===== config.mk =====
export PLATFORM = sky130hd
export DESIGN_NAME = loop_arbiter
export DESIGN_NICKNAME = d
export VERILOG_FILES = /design/src/rtl/loop_arbiter_pkg.sv /design/src/rtl/loop_arbiter_rr_select.sv /design/src/rtl/loop_arbiter.sv
export SDC_FILE = /design/constraint.sdc
export NUM_CORES = 1
export LEC_CHECK = 0
export ABC_AREA = 0
export BUFFER_PORTS_ARGS = -buffer_cell sky130_fd_sc_hd__clkbuf_2
export CAP_MARGIN = 20
export CORE_AREA = 2 2 332 334
export CTS_CLUSTER_SIZE = 40
export DETAILED_ROUTE_END_ITERATION = 12
export DIE_AREA = 0 0 334 336
export HOLD_SLACK_MARGIN = 0.1
export SYNTH_ARGS = -nofsm -noshare
export SYNTH_HDL_FRONTEND = slang
export SYNTH_SLANG_ARGS = --single-unit
export TNS_END_PERCENT = 1

===== constraint.sdc =====
create_clock -name clk -period 3.34 [get_ports clk]
set_clock_uncertainty 0.15 [all_clocks]
set_input_delay 0.668 -clock clk [delete_from_list [all_inputs] [get_ports clk]]
set_output_delay 0.668 -clock clk [all_outputs]
set_load 0.02 [all_outputs]

===== src/rtl/loop_arbiter_pkg.sv =====
// loop_arbiter_pkg
//   Shared definitions for the loop arbiter: FSM state encoding and the
//   field layout of the channel-history and loop-result bundles, plus
//   pack helpers so the top level and the channel/loop instances agree
//   on where each field sits.
package loop_arbiter_pkg;

  typedef enum logic [1:0] {
    ST_IDLE  = 2'd0,
    ST_ISSUE = 2'd1,
    ST_WAIT  = 2'd2
  } state_e;

  // Channel-history bundle (LSB offsets)
  localparam int REQ_E_LSB     = 0;    // early I2+Q2, 16b
  localparam int REQ_P_LSB     = 16;   // prompt I2+Q2, 16b
  localparam int REQ_L_LSB     = 32;   // late I2+Q2, 16b
  localparam int REQ_IQK_LSB   = 48;   // prompt IQ, epoch k, 16b
  localparam int REQ_IQKM1_LSB = 64;   // prompt IQ, epoch k-1, 16b
  localparam int REQ_WDF_LSB   = 80;   // w_df, 24b
  localparam int REQ_WDFD_LSB  = 104;  // w_df_dot, 24b
  localparam int REQ_BUNDLE_W  = 128;

  // Loop-result bundle (LSB offsets)
  localparam int RES_IQK_LSB   = 0;    // iq_prompt_k, 16b
  localparam int RES_DOP_LSB   = 16;   // doppler_inc_kp1, 24b
  localparam int RES_WDF_LSB   = 40;   // w_df_kp1, 24b
  localparam int RES_WDFD_LSB  = 64;   // w_df_dot_kp1, 16b
  localparam int RES_DPHI_LSB  = 80;   // ca_dphi_kp1, 16b
  localparam int RES_BUNDLE_W  = 96;

  function automatic logic [REQ_BUNDLE_W-1:0] pack_req(
    input logic [15:0] e, p, l, iqk, iqkm1,
    input logic [23:0] wdf, wdfd
  );
    logic [REQ_BUNDLE_W-1:0] b;
    b = '0;
    b[REQ_E_LSB     +: 16] = e;
    b[REQ_P_LSB     +: 16] = p;
    b[REQ_L_LSB     +: 16] = l;
    b[REQ_IQK_LSB   +: 16] = iqk;
    b[REQ_IQKM1_LSB +: 16] = iqkm1;
    b[REQ_WDF_LSB   +: 24] = wdf;
    b[REQ_WDFD_LSB  +: 24] = wdfd;
    return b;
  endfunction

  function automatic logic [RES_BUNDLE_W-1:0] pack_res(
    input logic [15:0] iqk,
    input logic [23:0] dop, wdf,
    input logic [15:0] wdfd, dphi
  );
    logic [RES_BUNDLE_W-1:0] b;
    b = '0;
    b[RES_IQK_LSB  +: 16] = iqk;
    b[RES_DOP_LSB  +: 24] = dop;
    b[RES_WDF_LSB  +: 24] = wdf;
    b[RES_WDFD_LSB +: 16] = wdfd;
    b[RES_DPHI_LSB +: 16] = dphi;
    return b;
  endfunction

endpackage


===== src/rtl/loop_arbiter_rr_select.sv =====
// rr_select
//   Combinational round-robin priority encoder. Searches pending starting
//   at last_grant+1 (mod NUM_CH) and reports the first set bit.
//   pending    in   NUM_CH  request vector
//   last_grant in   IDX_W   most recently granted channel
//   found      out  1       any request present
//   grant_idx  out  IDX_W   winning channel (0 when none found)
module rr_select #(
  parameter int NUM_CH = 4,
  parameter int IDX_W  = 2
) (
  input  logic [NUM_CH-1:0] pending,
  input  logic [IDX_W-1:0]  last_grant,
  output logic              found,
  output logic [IDX_W-1:0]  grant_idx
);

  logic [IDX_W-1:0] cand;

  // Walk from the farthest offset to the nearest so the closest pending
  // channel after last_grant overwrites any earlier hit.
  always_comb begin
    found     = 1'b0;
    grant_idx = '0;
    cand      = '0;
    for (int off = NUM_CH; off >= 1; off--) begin
      cand = IDX_W'((int'(last_grant) + off) % NUM_CH);
      if (pending[cand]) begin
        found     = 1'b1;
        grant_idx = cand;
      end
    end
  end

endmodule


===== src/rtl/loop_arbiter.sv =====
// loop_arbiter
//   Time-shares one tracking-loop datapath among NUM_CH correlator channels.
//   Captures per-channel history bundles, grants the loop round-robin and
//   returns each result to its owner as a one-cycle strobe.
//   clk         in   1             system clock
//   reset       in   1             synchronous, active-high
//   req_valid   in   NUM_CH        per-channel bundle strobe
//   req_data    in   NUM_CH*REQ_W  per-channel bundles, ch c at [c*REQ_W +: REQ_W]
//   loop_start  out  1             launches the loop
//   loop_data   out  REQ_W         bundle to the loop, stable through service
//   loop_ready  in   1             loop result valid
//   loop_result in   RES_W         loop result
//   res_valid   out  NUM_CH        one-hot result strobe to owner
//   res_data    out  RES_W         result bundle
//   busy        out  1             ISSUE or WAIT
//   overrun     out  NUM_CH        sticky, strobe while pending/in service
//   timeout     out  1             sticky, loop did not answer in time
//
// state | meaning
// IDLE  | no transaction; pick next pending channel
// ISSUE | loop_start pulse, winner's bundle copied to service register
// WAIT  | waiting for loop_ready or the timeout count
module loop_arbiter
  import loop_arbiter_pkg::*;
#(
  parameter int NUM_CH  = 4,
  parameter int REQ_W   = REQ_BUNDLE_W,
  parameter int RES_W   = RES_BUNDLE_W,
  parameter int TIMEOUT = 1023
) (
  input  logic                    clk,
  input  logic                    reset,
  input  logic [NUM_CH-1:0]       req_valid,
  input  logic [NUM_CH*REQ_W-1:0] req_data,
  output logic                    loop_start,
  output logic [REQ_W-1:0]        loop_data,
  input  logic                    loop_ready,
  input  logic [RES_W-1:0]        loop_result,
  output logic [NUM_CH-1:0]       res_valid,
  output logic [RES_W-1:0]        res_data,
  output logic                    busy,
  output logic [NUM_CH-1:0]       overrun,
  output logic                    timeout
);

  localparam int IDX_W = (NUM_CH > 1) ? $clog2(NUM_CH) : 1;
  localparam int CNT_W = $clog2(TIMEOUT + 1);

  state_e                        state_q, state_d;
  logic [NUM_CH-1:0][REQ_W-1:0]  hold_q;
  logic [NUM_CH-1:0]             pending_q, pending_d;
  logic [NUM_CH-1:0]             overrun_q, overrun_d;
  logic [NUM_CH-1:0]             res_valid_q, res_valid_d;
  logic [NUM_CH-1:0]             grant_oh, svc_oh;
  logic [REQ_W-1:0]              svc_q, svc_d;
  logic [RES_W-1:0]              res_data_q, res_data_d;
  logic [IDX_W-1:0]              last_grant_q, last_grant_d;
  logic [IDX_W-1:0]              winner_q, winner_d;
  logic [IDX_W-1:0]              sel_idx;
  logic                          sel_found;
  logic [CNT_W-1:0]              cnt_q, cnt_d;
  logic                          timeout_q, timeout_d;

  rr_select #(
    .NUM_CH (NUM_CH),
    .IDX_W  (IDX_W)
  ) u_rr_select (
    .pending    (pending_q),
    .last_grant (last_grant_q),
    .found      (sel_found),
    .grant_idx  (sel_idx)
  );

  always_comb begin
    state_d      = state_q;
    winner_d     = winner_q;
    last_grant_d = last_grant_q;
    svc_d        = svc_q;
    cnt_d        = cnt_q;
    res_data_d   = res_data_q;
    res_valid_d  = '0;
    timeout_d    = timeout_q;
    grant_oh     = '0;
    svc_oh       = '0;
    loop_start   = 1'b0;
    loop_data    = svc_q;

    case (state_q)
      ST_IDLE: begin
        cnt_d = '0;
        if (sel_found) begin
          winner_d = sel_idx;
          state_d  = ST_ISSUE;
        end
      end
      ST_ISSUE: begin
        loop_start         = 1'b1;
        loop_data          = hold_q[winner_q];
        svc_d              = hold_q[winner_q];
        grant_oh[winner_q] = 1'b1;
        svc_oh[winner_q]   = 1'b1;
        last_grant_d       = winner_q;
        cnt_d              = '0;
        state_d            = ST_WAIT;
      end
      ST_WAIT: begin
        svc_oh[winner_q] = 1'b1;
        if (loop_ready) begin
          res_data_d            = loop_result;
          res_valid_d[winner_q] = 1'b1;
          state_d               = ST_IDLE;
        end else if (cnt_q + CNT_W'(1) == CNT_W'(TIMEOUT)) begin
          // Loop has had TIMEOUT cycles in WAIT; give up on it.
          timeout_d = 1'b1;
          state_d   = ST_IDLE;
        end else begin
          cnt_d = cnt_q + CNT_W'(1);
        end
      end
      default: state_d = ST_IDLE;
    endcase

    // A new strobe wins over the ISSUE clear of the same channel.
    pending_d = (pending_q & ~grant_oh) | req_valid;
    overrun_d = overrun_q | (req_valid & (pending_q | svc_oh));
  end

  always_ff @(posedge clk) begin
    if (reset) begin
      state_q      <= ST_IDLE;
      hold_q       <= '0;
      pending_q    <= '0;
      overrun_q    <= '0;
      res_valid_q  <= '0;
      svc_q        <= '0;
      res_data_q   <= '0;
      last_grant_q <= IDX_W'(NUM_CH - 1);
      winner_q     <= '0;
      cnt_q        <= '0;
      timeout_q    <= 1'b0;
    end else begin
      state_q      <= state_d;
      pending_q    <= pending_d;
      overrun_q    <= overrun_d;
      res_valid_q  <= res_valid_d;
      svc_q        <= svc_d;
      res_data_q   <= res_data_d;
      last_grant_q <= last_grant_d;
      winner_q     <= winner_d;
      cnt_q        <= cnt_d;
      timeout_q    <= timeout_d;
      for (int c = 0; c < NUM_CH; c++) begin
        if (req_valid[c]) hold_q[c] <= req_data[c*REQ_W +: REQ_W];
      end
    end
  end

  assign res_valid = res_valid_q;
  assign res_data  = res_data_q;
  assign busy      = (state_q == ST_ISSUE) || (state_q == ST_WAIT);
  assign overrun   = overrun_q;
  assign timeout   = timeout_q;

endmodule

[Yosys cells after proc, flatten, opt, wreduce, memory -nomap -nowiden]
Index checks and enable logic that the tools add are counted.
Operators by class
  add/subtract/negate cells: 5
  magnitude comparators: 6
  equality and inequality tests: 7
  multiplexer cells: 31
  bitwise logic cells: 8
  reductions and logical operators: 12
Operator list (number)
  128-bit binary-select mux with 2-bit select: 1
  128-bit 2-to-1 mux: 2
  10-bit 2-to-1 mux: 2
  10-bit case mux with 2 select lines: 1
  2-bit by 3-bit less-than comparator with 1-bit output, second input constant: 5
  2-bit 2-to-1 mux: 7
  4-bit bitwise OR: 3
  10-bit by 1-bit adder with 10-bit output, second input constant: 1
  10-bit equality test, second input constant: 1
  1-bit 2-to-1 mux: 10
  4-bit bitwise AND: 2
  1-bit binary-select mux with 2-bit select: 4
  4-bit 2-to-1 mux: 2
  2-bit inequality test, second input constant: 3
  2-bit case mux with 3 select lines: 1
  2-bit AND reduction: 3
  3-bit AND reduction: 2
  2-bit by 1-bit adder with 2-bit output, second input constant: 2
  2-bit adder, second input constant: 2
  4-bit inverter: 1
  2-bit OR reduction: 2
  3-bit inequality test, second input constant: 1
  3-bit OR reduction: 1
  1-bit demux with 2-bit select: 1
  other kinds (8): 9
Storage, ports and cells
  flip-flop bits (word level): 765
  input bits: 615
  output and inout port bits: 235
  logic and storage cells: 83

[Longest topological paths before layout]
Gate-level depths: netlist of the first run.
  depth in word-level cells: 9
  mapped depth: 9
  depth with buffers taken out: 8

[By module]
Synthesis of the first run repeated with hierarchy kept, for this count alone.
Second synthesis, totals
  cells, all modules: 2813
  area, all modules: 30409.2 um2
By module, submodules not included
  loop_arbiter: times used 1, cells an instance 2799, area each 30317.8 um2, sequential area each 15314.7 um2
  rr_select: times used 1, cells an instance 14, area each 91.3 um2, sequential area each 0.0 um2

[Least setup slack after synthesis of the first run]
No wires, ideal clock.
  path kind: reg-to-output
  from: reg state_q[1]
  to: out loop_data[100]
  data arrival time: 1850 ps
  required time: 2522 ps
  setup slack: 672 ps
  cell stages (with the launch flop): 7
  buffers on the path: 3
  cell sequence: dfxtp_1 > inv_1 > ha_1 > buf_2 > buf_2 > clkbuf_1 > mux2_2
On the way
  cells in the longest elaborated chain, start to end: 2
RTL lines
  from (decl): RTL line loop_arbiter.sv:49  | state_e state_q, state_d;
  from (signal assigned): RTL line loop_arbiter.sv:142  | state_q <= state_d;
  2-bit by 1-bit equality test with 1-bit output: RTL line loop_arbiter.sv:88  | case (state_q)
  128-bit 2-to-1 mux
  to (decl): RTL line loop_arbiter.sv:36  | output logic [REQ_W-1:0] loop_data,
Every way passes these cells.

[Final worst setup path of the first run]
  from: reg winner_q[1]
  to: out loop_data[55]
On the way
  cells in the longest elaborated chain, start to end: 3
RTL lines
  from (decl): RTL line loop_arbiter.sv:58  | logic [IDX_W-1:0] winner_q, winner_d;
  from (signal assigned): RTL line loop_arbiter.sv:149  | winner_q <= winner_d;
  128-bit binary-select mux with 2-bit select: RTL line loop_arbiter.sv:98  | loop_data = hold_q[winner_q];
  128-bit 2-to-1 mux (not written as such): RTL line loop_arbiter.sv:98
  128-bit 2-to-1 mux
Every way passes these cells. The select of a mux whose other input is x is not followed.

==> report_table.html, run 1 <==
<table>
<tr><th>Metric</th><th>Value</th></tr>
<tr><th colspan="2">Synth</th></tr>
<tr><td>Synth Area in XOR/XNOR</td><td>0.144%</td></tr>
<tr><td>Cells taking the most area after synthesis</td><td>sky130_fd_sc_hd__dfxtp_1, sky130_fd_sc_hd__mux2i_1, sky130_fd_sc_hd__mux4_2, sky130_fd_sc_hd__nor2_1, sky130_fd_sc_hd__mux2_2</td></tr>
<tr><td>Main synth FF type</td><td>sky130_fd_sc_hd__dfxtp_1</td></tr>
<tr><td>Most instantiated cells after synthesis</td><td>sky130_fd_sc_hd__dfxtp_1, sky130_fd_sc_hd__nor2_1, sky130_fd_sc_hd__mux2i_1</td></tr>
<tr><td>Post-synthesis compound-gate area fraction</td><td>2.72%</td></tr>
<tr><td>Seq/Total Area, Yosys</td><td>about half</td></tr>
<tr><td>Number of different library cells in the post-synthesis netlist</td><td>between 40 and 50</td></tr>
<tr><td>Count of state elements after synthesis</td><td>765</td></tr>
<tr><td>Adder and majority cell fraction of the synthesized area</td><td>0.246%</td></tr>
<tr><td>Share of cell area taken by muxes after synthesis</td><td>31.1%</td></tr>
<tr><td>Fraction of synthesis flops using an asynchronous set or reset pin</td><td>0%</td></tr>
<tr><td>Largest family of logic cells by synthesized area</td><td>multiplexers</td></tr>
<tr><td>Synthesized-area fraction occupied by and/or/nand/nor cells</td><td>12.5%</td></tr>
<tr><td>Post-synthesis area per instance</td><td>~11 um2</td></tr>
<tr><td>Net count of the mapped netlist</td><td>3434</td></tr>
<tr><td>Number of synthesized flops with an enable pin</td><td>0</td></tr>
<tr><td>Proportion of netlist area held by the largest area contributor</td><td>50.2%</td></tr>
<tr><td>Number of instances in the synthesized netlist</td><td>around 2.8k</td></tr>
<tr><td>Netlist area before placement</td><td>between 30000 and 40000 um2</td></tr>
<tr><td>Post-synthesis cell type with the largest combined area</td><td>sky130_fd_sc_hd__dfxtp_1</td></tr>
<tr><td>Count leader, synth</td><td>sky130_fd_sc_hd__dfxtp_1</td></tr>
<tr><td>Total number of yosys warnings</td><td>0</td></tr>
<tr><th colspan="2">Timing</th></tr>
<tr><td>Actual transition at the worst max-transition pin</td><td>725 ps</td></tr>
<tr><td>Clock period minus final worst setup slack</td><td>between 3000 and 4000 ps</td></tr>
<tr><td>Max-slew violation count</td><td>0</td></tr>
<tr><td>Worst hold slack</td><td>between 100 and 150 ps</td></tr>
<tr><td>Peak Freq</td><td>slightly above 300 MHz</td></tr>
<tr><td>Final count of negative-setup-slack endpoints</td><td>0</td></tr>
<tr><td>Final critical-path setup slack</td><td>64.9 ps</td></tr>
<tr><td>Headroom to the max-slew limit</td><td>51.7%</td></tr>
<tr><td>Final period utilization</td><td>98.1%</td></tr>
<tr><td>Final hold violations</td><td>0</td></tr>
<tr><td>RSZ-0062 raised after global routing</td><td>true</td></tr>
<tr><th colspan="2">Placement</th></tr>
<tr><td>Placed cell count</td><td>4943</td></tr>
<tr><td># port buffers</td><td>approximately 850</td></tr>
<tr><td>Post-DP HPWL</td><td>78.3 mm</td></tr>
<tr><td>Routability Congestion</td><td>0.862</td></tr>
<tr><td>Minimum setup slack after placement</td><td>417 ps</td></tr>
<tr><th colspan="2">CTS</th></tr>
<tr><td>CTS root buffer</td><td>sky130_fd_sc_hd__clkbuf_16</td></tr>
<tr><td>Reg clk slew, reported paths</td><td>60 ps</td></tr>
<tr><td>Clock insertion delay at the later pin of the skew report</td><td>650 ps</td></tr>
<tr><td>Cts bufs inserted</td><td>between 80 and 90</td></tr>
<tr><td>H-Tree Level Count</td><td>3</td></tr>
<tr><td>Clock tree sinks</td><td>765</td></tr>
<tr><td>CTS max path bufs</td><td>3</td></tr>
<tr><td>CTS tree</td><td>done</td></tr>
<tr><th colspan="2">Die</th></tr>
<tr><td>Horizontal die dimension</td><td>334 um</td></tr>
<tr><td>Area of the core</td><td>108000 um2</td></tr>
<tr><td>Die Height</td><td>336 um</td></tr>
<tr><td>Number of I/O pins</td><td>850</td></tr>
<tr><td>Number of rows in the core area</td><td>121</td></tr>
<tr><td>Starting utilization of the core area</td><td>28.1%</td></tr>
<tr><td>Total die area</td><td>112000 um2</td></tr>
<tr><th colspan="2">Power and ir drop</th></tr>
<tr><td>Combinational cell fraction of total power</td><td>between 10% and 20%</td></tr>
<tr><td>Power per Cell Area</td><td>530 nW/um2</td></tr>
<tr><td>Clock Power Share</td><td>39.7%</td></tr>
<tr><td>Worst ir drop on vdd</td><td>0.000434 V</td></tr>
<tr><td>Internal cell power</td><td>~17 mW</td></tr>
<tr><td>Switching portion of total power</td><td>27.2%</td></tr>
<tr><td>Sequential group share of total power</td><td>about two fifths</td></tr>
<tr><td>Pleak</td><td>20.6 nW</td></tr>
<tr><td>Switching power summed over all nets</td><td>6.54 mW</td></tr>
<tr><th colspan="2">Setup path</th></tr>
<tr><td>CP max-delay cell</td><td>sky130_fd_sc_hd__mux4_2</td></tr>
<tr><td>Ordered cell list for the critical path</td><td>buf_12 -&gt; buf_16 -&gt; mux4_2 -&gt; mux2_2 -&gt; clkbuf_2</td></tr>
<tr><td>Required time worst endpoint</td><td>2520 ps</td></tr>
<tr><td>Worst Setup Path Type</td><td>register to output port</td></tr>
<tr><td>Kind of end point of the critical path</td><td>output port</td></tr>
<tr><td>Peak fanout along the critical path</td><td>30</td></tr>
<tr><td>Data arrival, critical path</td><td>2460 ps</td></tr>
<tr><td>Crit path launch type</td><td>register</td></tr>
<tr><td>Stage delay of the slowest cell on the critical path</td><td>approximately 530 ps</td></tr>
<tr><th colspan="2">Global route</th></tr>
<tr><td>Vias in the first global route</td><td>27.4k</td></tr>
<tr><td>Largest net degree at the start of global routing</td><td>134</td></tr>
<tr><td>Aggregate global-route resource usage</td><td>19.5%</td></tr>
<tr><td>Number of antenna violations at the first check in global routing</td><td>19</td></tr>
<tr><td>Wire length of the first global-routing pass</td><td>approximately 170 mm</td></tr>
<tr><td>Total global routing overflow</td><td>0</td></tr>
<tr><th colspan="2">Finish</th></tr>
<tr><td>Fill cell instance count of the final layout</td><td>10.1k</td></tr>
<tr><td>Fin cells</td><td>5688</td></tr>
<tr><td>Area growth from synthesis to final layout</td><td>48.7%</td></tr>
<tr><td>Net count, final</td><td>4808</td></tr>
<tr><td>Register Area</td><td>15300 um2</td></tr>
<tr><td>Fraction of layout instances using a drive strength above 1</td><td>31.8%</td></tr>
<tr><td>Combined area of the multi-input logic cells</td><td>14300 um2</td></tr>
<tr><th colspan="2">Route</th></tr>
<tr><td>DRT Wirelength</td><td>115 mm</td></tr>
<tr><td>Average routed wire per standard cell</td><td>20.1 um</td></tr>
<tr><td>Met2 Routed Length</td><td>a little under 60 mm</td></tr>
<tr><td>Drt first-iter violations</td><td>1303</td></tr>
<tr><td># DRC</td><td>0</td></tr>
<tr><td>Top layer in use</td><td>met5</td></tr>
<tr><td>Routed wire length on met3</td><td>6.69 mm</td></tr>
<tr><td>Routed metal-1 wirelength</td><td>44.9 mm</td></tr>
<tr><td>Routed vias</td><td>~26k</td></tr>
<tr><td>Number of vias per cell after detailed routing</td><td>4.62</td></tr>
<tr><td>ANT nets after route</td><td>0</td></tr>
<tr><td>First-pass iteration count of the detailed router</td><td>5</td></tr>
<tr><th colspan="2">Job</th></tr>
<tr><td>Number of violations of the max-capacitance limit</td><td>0</td></tr>
<tr><th colspan="2">Worst hold path</th></tr>
<tr><td>Class of the worst hold path</td><td>primary input to register</td></tr>
<tr><th colspan="2">Outcome</th></tr>
<tr><td>Outcome</td><td>completed</td></tr>
</table>
==> state kept, by name, indices dropped and copies added (netlist names), 4 cells and up <==
register / count
hold_q: 512
svc_q: 128
res_data: 96
cnt_q: 10
overrun: 4
pending_q: 4
res_valid: 4
==> per-stage QoR <==
stage          total power [mW]  cell area [um2]  TNS [ps]  util (%)
3_5_place_dp               14.0            36600         0      33.8
3_3_place_gp               13.9            36600         0      33.8
4_1_cts                    24.2            45200      -140      41.7
6_report                   24.0            45300         0      41.8
5_1_grt                    25.0            45300      -390      41.8
2_1_floorplan              12.4            30500         0         -
==> worst max-delay path, delay by kind of cell, from the launching register on <==
family / cells / cell delay (ps)
muxes: 2 / 840
buffers and inverters: 3 / 560
DFF: 1 / 370
==> kinds of logic after synthesis <==
family | after synthesis
XOR/XNOR | 5
adder cells (fa/ha/maj) | 6
AO/OA/AOI/OAI | 143
multiplexers | 772
buffers and inverters | 221
flip-flops | 765
AND/OR/NAND/NOR | 901
==> final timing paths <==
path / start / endpoint / slack, ps / cells past startpoint
worst max-delay path: winner_q[1] / loop_data[55] / 60 / 5
worst min-delay path: req_data[329] / hold_q[329] / 140 / 3
worst max register to register: cnt_q[0] / cnt_q[4] / 970 / 7
worst min register to register: res_data[0] / res_data[0] / 300 / 2
==> cells in the final DEF (no fill, tap or decap), types with 6 or more instances in the layout <==
master,n
sky130_fd_sc_hd__a21o_1,6
sky130_fd_sc_hd__a21oi_1,110
sky130_fd_sc_hd__and2_1,128
sky130_fd_sc_hd__buf_12,27
sky130_fd_sc_hd__buf_2,9
sky130_fd_sc_hd__buf_4,66
sky130_fd_sc_hd__buf_6,6
sky130_fd_sc_hd__clkbuf_1,21
sky130_fd_sc_hd__clkbuf_16,89
sky130_fd_sc_hd__clkbuf_2,827
sky130_fd_sc_hd__clkbuf_8,22
sky130_fd_sc_hd__clkinv_2,14
sky130_fd_sc_hd__dfxtp_1,763
sky130_fd_sc_hd__diode_2,18
sky130_fd_sc_hd__dlygate4sd3_1,557
sky130_fd_sc_hd__mux2_2,121
sky130_fd_sc_hd__mux2_4,7
sky130_fd_sc_hd__mux2i_1,516
sky130_fd_sc_hd__mux4_2,128
sky130_fd_sc_hd__nand2_1,207
sky130_fd_sc_hd__nor2_1,532
sky130_fd_sc_hd__o21ai_0,6
==> power groups by stage <==
stage | sequential, mW | combinational, mW | clock [mW]
2_1_floorplan | 10.1 | 2.36 | 0
3_3_place_gp | 10.2 | 3.72 | 0
3_5_place_dp | 10.2 | 3.77 | 0
4_1_cts | 9.98 | 4.46 | 9.77
5_1_grt | 10.0 | 4.80 | 10.1
6_report | 9.99 | 4.49 | 9.54
==> final cells by class <==
| type | count | share of cell area, % |
|---|---|---|
| Clock buffer | 128 | 5.61 |
| Tap cell | 1414 | 3.90 |
| Timing Repair Buffer | 1501 | 24.4 |
| Multi-Input combinational cell | 1827 | 31.5 |
| Sequential cell | 765 | 33.8 |
| Inverter | 6 | 0.0552 |
| Antenna cell | 18 | 0.0993 |
| Clock inverter | 29 | 0.651 |
==> routing by layer <==
metal / track usage [%] / up-vias
met3: 4.28 / 257
li1: - / 12400
met1: 22.1 / 12700
met4: 9.61 / 12
met2: 34.8 / 963
met5: 0 / -
==> repair_timing <==
| item | CTS | global route |
|---|---|---|
| hold endpoints to repair | 557 | 0 |
| endpoints found under the setup margin | 128 | 49 |
| hold buffers | 557 | 0 |
| buffers inserted | 11 | 0 |
| cloned | 0 | 1 |
| gates resized for setup | 3 | 38 |
(Power assumes the default switching activity.)
==> run 2: changes to the inputs <==
CORE_AREA = unset   (was 2 2 332 334)
CORE_ASPECT_RATIO = 0.5   (was unset)
CORE_UTILIZATION = 30   (was unset)
DIE_AREA = unset   (was 0 0 334 336)
==> run 2 against run 1 <==
  * Power grew 0.15%
  * Hold slack improved by 0.95 ps
  * Cell count shrank 1.6%
  * Die area down 8.2%
  * Clock-buffer cell count fell by 24
  * Critical path depth did not move
  * Worst setup slack got worse by 38 ps
  * Global-route usage up 3.2 points
==> report_table.html, run 2 (same netlist as run 1, synthesis figures left out) <==
<table>
<tr><th>Metric</th><th>Value</th></tr>
<tr><th colspan="2">CTS</th></tr>
<tr><td>Reg clk slew, reported paths</td><td>60 ps (about the same)</td></tr>
<tr><td>Clock insertion delay at the later pin of the skew report</td><td>680 ps (+30 ps)</td></tr>
<tr><td>CTS max path bufs</td><td>3 (unchanged)</td></tr>
<tr><td>CTS tree</td><td>done</td></tr>
<tr><td>Cts bufs inserted</td><td>76 (-12%)</td></tr>
<tr><td>Clock tree sinks</td><td>765 (unchanged)</td></tr>
<tr><td>CTS root buffer</td><td>sky130_fd_sc_hd__clkbuf_16</td></tr>
<tr><td>H-Tree Level Count</td><td>3 (unchanged)</td></tr>
<tr><th colspan="2">Finish</th></tr>
<tr><td>Number of flip-flops under the largest register name</td><td>512 (unchanged)</td></tr>
<tr><td>Net count, final</td><td>4773 (-0.73%)</td></tr>
<tr><td>Most common library cell in the layout ignoring fill and taps</td><td>sky130_fd_sc_hd__clkbuf_2</td></tr>
<tr><td>Fill cell instance count of the final layout</td><td>9284 (-8.3%)</td></tr>
<tr><td>Area growth from synthesis to final layout</td><td>48.3%</td></tr>
<tr><td>Commonest cells after routing, fill and taps aside</td><td>sky130_fd_sc_hd__clkbuf_2, sky130_fd_sc_hd__dfxtp_1, sky130_fd_sc_hd__dlygate4sd3_1, sky130_fd_sc_hd__nor2_1, sky130_fd_sc_hd__mux2i_1</td></tr>
<tr><td>Register containing the most flip-flops in the final layout</td><td>hold_q</td></tr>
<tr><td>Finished Core Util</td><td>45.0% (+3.2 points)</td></tr>
<tr><td>Fraction of layout instances using a drive strength above 1</td><td>31.3% (-0.49 points)</td></tr>
<tr><th colspan="2">Route</th></tr>
<tr><td># DRC</td><td>0 (unchanged)</td></tr>
<tr><td>DRT Wirelength</td><td>123 mm (+7.4%)</td></tr>
<tr><td>ANT nets after route</td><td>0 (unchanged)</td></tr>
<tr><td>Routed vias</td><td>26.7k (+1.6%)</td></tr>
<tr><td>Number of vias per cell after detailed routing</td><td>4.77 (+3.2%)</td></tr>
<tr><td>Average routed wire per standard cell</td><td>22.0 um (+9.1%)</td></tr>
<tr><td>First-pass iteration count of the detailed router</td><td>5 (unchanged)</td></tr>
<tr><td>Drt first-iter violations</td><td>1820 (+40%)</td></tr>
<tr><th colspan="2">Timing</th></tr>
<tr><td>Actual transition at the worst max-transition pin</td><td>1200 ps (+474 ps)</td></tr>
<tr><td>Clock period minus final worst setup slack</td><td>3310 ps (+37.9 ps)</td></tr>
<tr><td>RSZ-0062 raised after global routing</td><td>true</td></tr>
<tr><td>Worst hold slack</td><td>136 ps (+0.950 ps)</td></tr>
<tr><td>Summed negative setup slack over all endpoints</td><td>0 ps (unchanged)</td></tr>
<tr><td>Final period utilization</td><td>99.2% (+1.1 points)</td></tr>
<tr><td>Peak Freq</td><td>302 MHz (-1.1%)</td></tr>
<tr><td>Final count of negative-setup-slack endpoints</td><td>0 (unchanged)</td></tr>
<tr><td>Headroom to the max-slew limit</td><td>20.1% (-32 points)</td></tr>
<tr><td>Max-slew violation count</td><td>0 (unchanged)</td></tr>
<tr><td>Final hold violations</td><td>0 (unchanged)</td></tr>
<tr><th colspan="2">Global route</th></tr>
<tr><td>Largest net degree at the start of global routing</td><td>217 (+62%)</td></tr>
<tr><td>Number of antenna violations at the first check in global routing</td><td>42 (+23)</td></tr>
<tr><td>Aggregate global-route resource usage</td><td>22.7% (+3.2 points)</td></tr>
<tr><td>Wire length of the first global-routing pass</td><td>173 mm (+3.1%)</td></tr>
<tr><td>Vias in the first global route</td><td>26.8k (-2.2%)</td></tr>
<tr><td>Total global routing overflow</td><td>0 (unchanged)</td></tr>
<tr><th colspan="2">Worst hold path</th></tr>
<tr><td>Worst Hold Endpoint</td><td>hold_q[498]</td></tr>
<tr><td>Class of the worst hold path</td><td>primary input to register</td></tr>
<tr><td>Cells on Worst Hold Path</td><td>3 (unchanged)</td></tr>
<tr><td>Startpoint of the worst hold path</td><td>req_data[498]</td></tr>
<tr><th colspan="2">Setup path</th></tr>
<tr><td>Crit path launch type</td><td>register</td></tr>
<tr><td>Kind of end point of the critical path</td><td>output port</td></tr>
<tr><td>Critical register-to-register path startpoint</td><td>cnt_q[0]</td></tr>
<tr><td>Register-to-Register Setup Slack</td><td>990 ps (+20 ps)</td></tr>
<tr><td>Worst Setup Path Type</td><td>register to output port</td></tr>
<tr><td>Data arrival, critical path</td><td>2500 ps (+40 ps)</td></tr>
<tr><td>Peak fanout along the critical path</td><td>36 (+20%)</td></tr>
<tr><td>R2R cell count</td><td>7 (unchanged)</td></tr>
<tr><td>Required time worst endpoint</td><td>2520 ps (about the same)</td></tr>
<tr><td>End of the worst register-to-register path</td><td>cnt_q[1]</td></tr>
<tr><th colspan="2">Power and ir drop</th></tr>
<tr><td>Worst ir drop on vdd</td><td>0.000330 V (-24%)</td></tr>
<tr><td>Pleak</td><td>20.5 nW (-0.61%)</td></tr>
<tr><td>Power per Cell Area</td><td>532 nW/um2 (+0.46%)</td></tr>
<tr><th colspan="2">Die</th></tr>
<tr><td>Horizontal die dimension</td><td>453 um (+36%)</td></tr>
<tr><td>Area of the core</td><td>100000 um2 (-7.3%)</td></tr>
<tr><td>Starting utilization of the core area</td><td>30.4% (+2.2 points)</td></tr>
<tr><td>Total die area</td><td>103000 um2 (-8.2%)</td></tr>
<tr><td>Number of I/O pins</td><td>850 (unchanged)</td></tr>
<tr><td>Number of rows in the core area</td><td>82 (-32%)</td></tr>
<tr><td>Die Height</td><td>227 um (-32%)</td></tr>
<tr><th colspan="2">Placement</th></tr>
<tr><td># port buffers</td><td>849 (unchanged)</td></tr>
<tr><td>Post-DP HPWL</td><td>85.9 mm (+9.8%)</td></tr>
<tr><td>Routability Congestion</td><td>0.939 (+9.0%)</td></tr>
<tr><th colspan="2">Job</th></tr>
<tr><td>Number of violations of the max-capacitance limit</td><td>0 (unchanged)</td></tr>
<tr><th colspan="2">Outcome</th></tr>
<tr><td>Outcome</td><td>completed</td></tr>
</table>
## run 2: through the flow
stage | setup slack (ps) | power [mW] | cell area [um2] | std cells
final | 27.0 | 24.1 | 45200 | 5596
after CTS | -96.2 | 24.1 | 44900 | 5546
after global routing | -68.6 | 24.9 | 45200 | 5589
after global placement | 507 | 13.9 | 36300 | 4839
after detailed placement | 485 | 14.0 | 36300 | 4839
after floorplan | 672 | 12.4 | 30500 | 2813
## run 2: worst max-delay path, cell delays in order, from the launching register on
cell                       delay [ps]
sky130_fd_sc_hd__dfxtp_4          440
sky130_fd_sc_hd__buf_12           200
sky130_fd_sc_hd__buf_12           280
sky130_fd_sc_hd__mux4_2           400
sky130_fd_sc_hd__mux2_2           290
sky130_fd_sc_hd__clkbuf_2         190
## run 2: what timing repair did
| action | CTS | global route |
|---|---|---|
| endpoints found under the setup margin | 126 | 112 |
| endpoints found under the hold margin | 563 | 0 |
| cloned | 1 | 3 |
| pin swaps | 1 | 0 |
| hold buffers | 559 | 0 |
| gates resized for setup | 41 | 22 |
| setup buffers | 10 | 6 |
## run 2: report_power, final
group	internal, mW	switching, mW
sequential	9.66	0.358
clock	5.43	4.04
combinational	2.31	2.26
total	17.4	6.66
## run 2: cell type report
class	count	area (um2)	area share (%)
Tap cell	1344	1680	3.72
Sequential cell	765	15300	33.9
Multi-Input combinational cell	1827	14300	31.7
Antenna cell	41	103	0.227
Clock buffer	104	2190	4.84
Inverter	6	25.0	0.0554
Timing Repair Buffer	1476	11000	24.4
Clock inverter	33	515	1.14
## run 2: metal layers
layer	wire length (um)	up-vias	global-route usage, %	share of wire (%)
met3	6780	334	5.38	5.5
met2	58100	893	36.5	47
li1	-	12400	-	-
met5	177	-	0	0.14
met1	52400	13100	28.6	43
met4	5580	10	11.3	4.5
## run 2: how the worst max path moves through the flow
stage                     start        endpoint  slack (ps)  cells past startpoint
floorplan            state_q[1]  loop_data[100]         670                      6
global placement    winner_q[0]  loop_data[102]         510                      5
detailed placement  winner_q[0]   loop_data[89]         490                      5
CTS                 winner_q[1]  loop_data[102]        -100                      5
global route        winner_q[1]  loop_data[117]         -70                      5
finish              winner_q[1]   loop_data[22]          30                      5
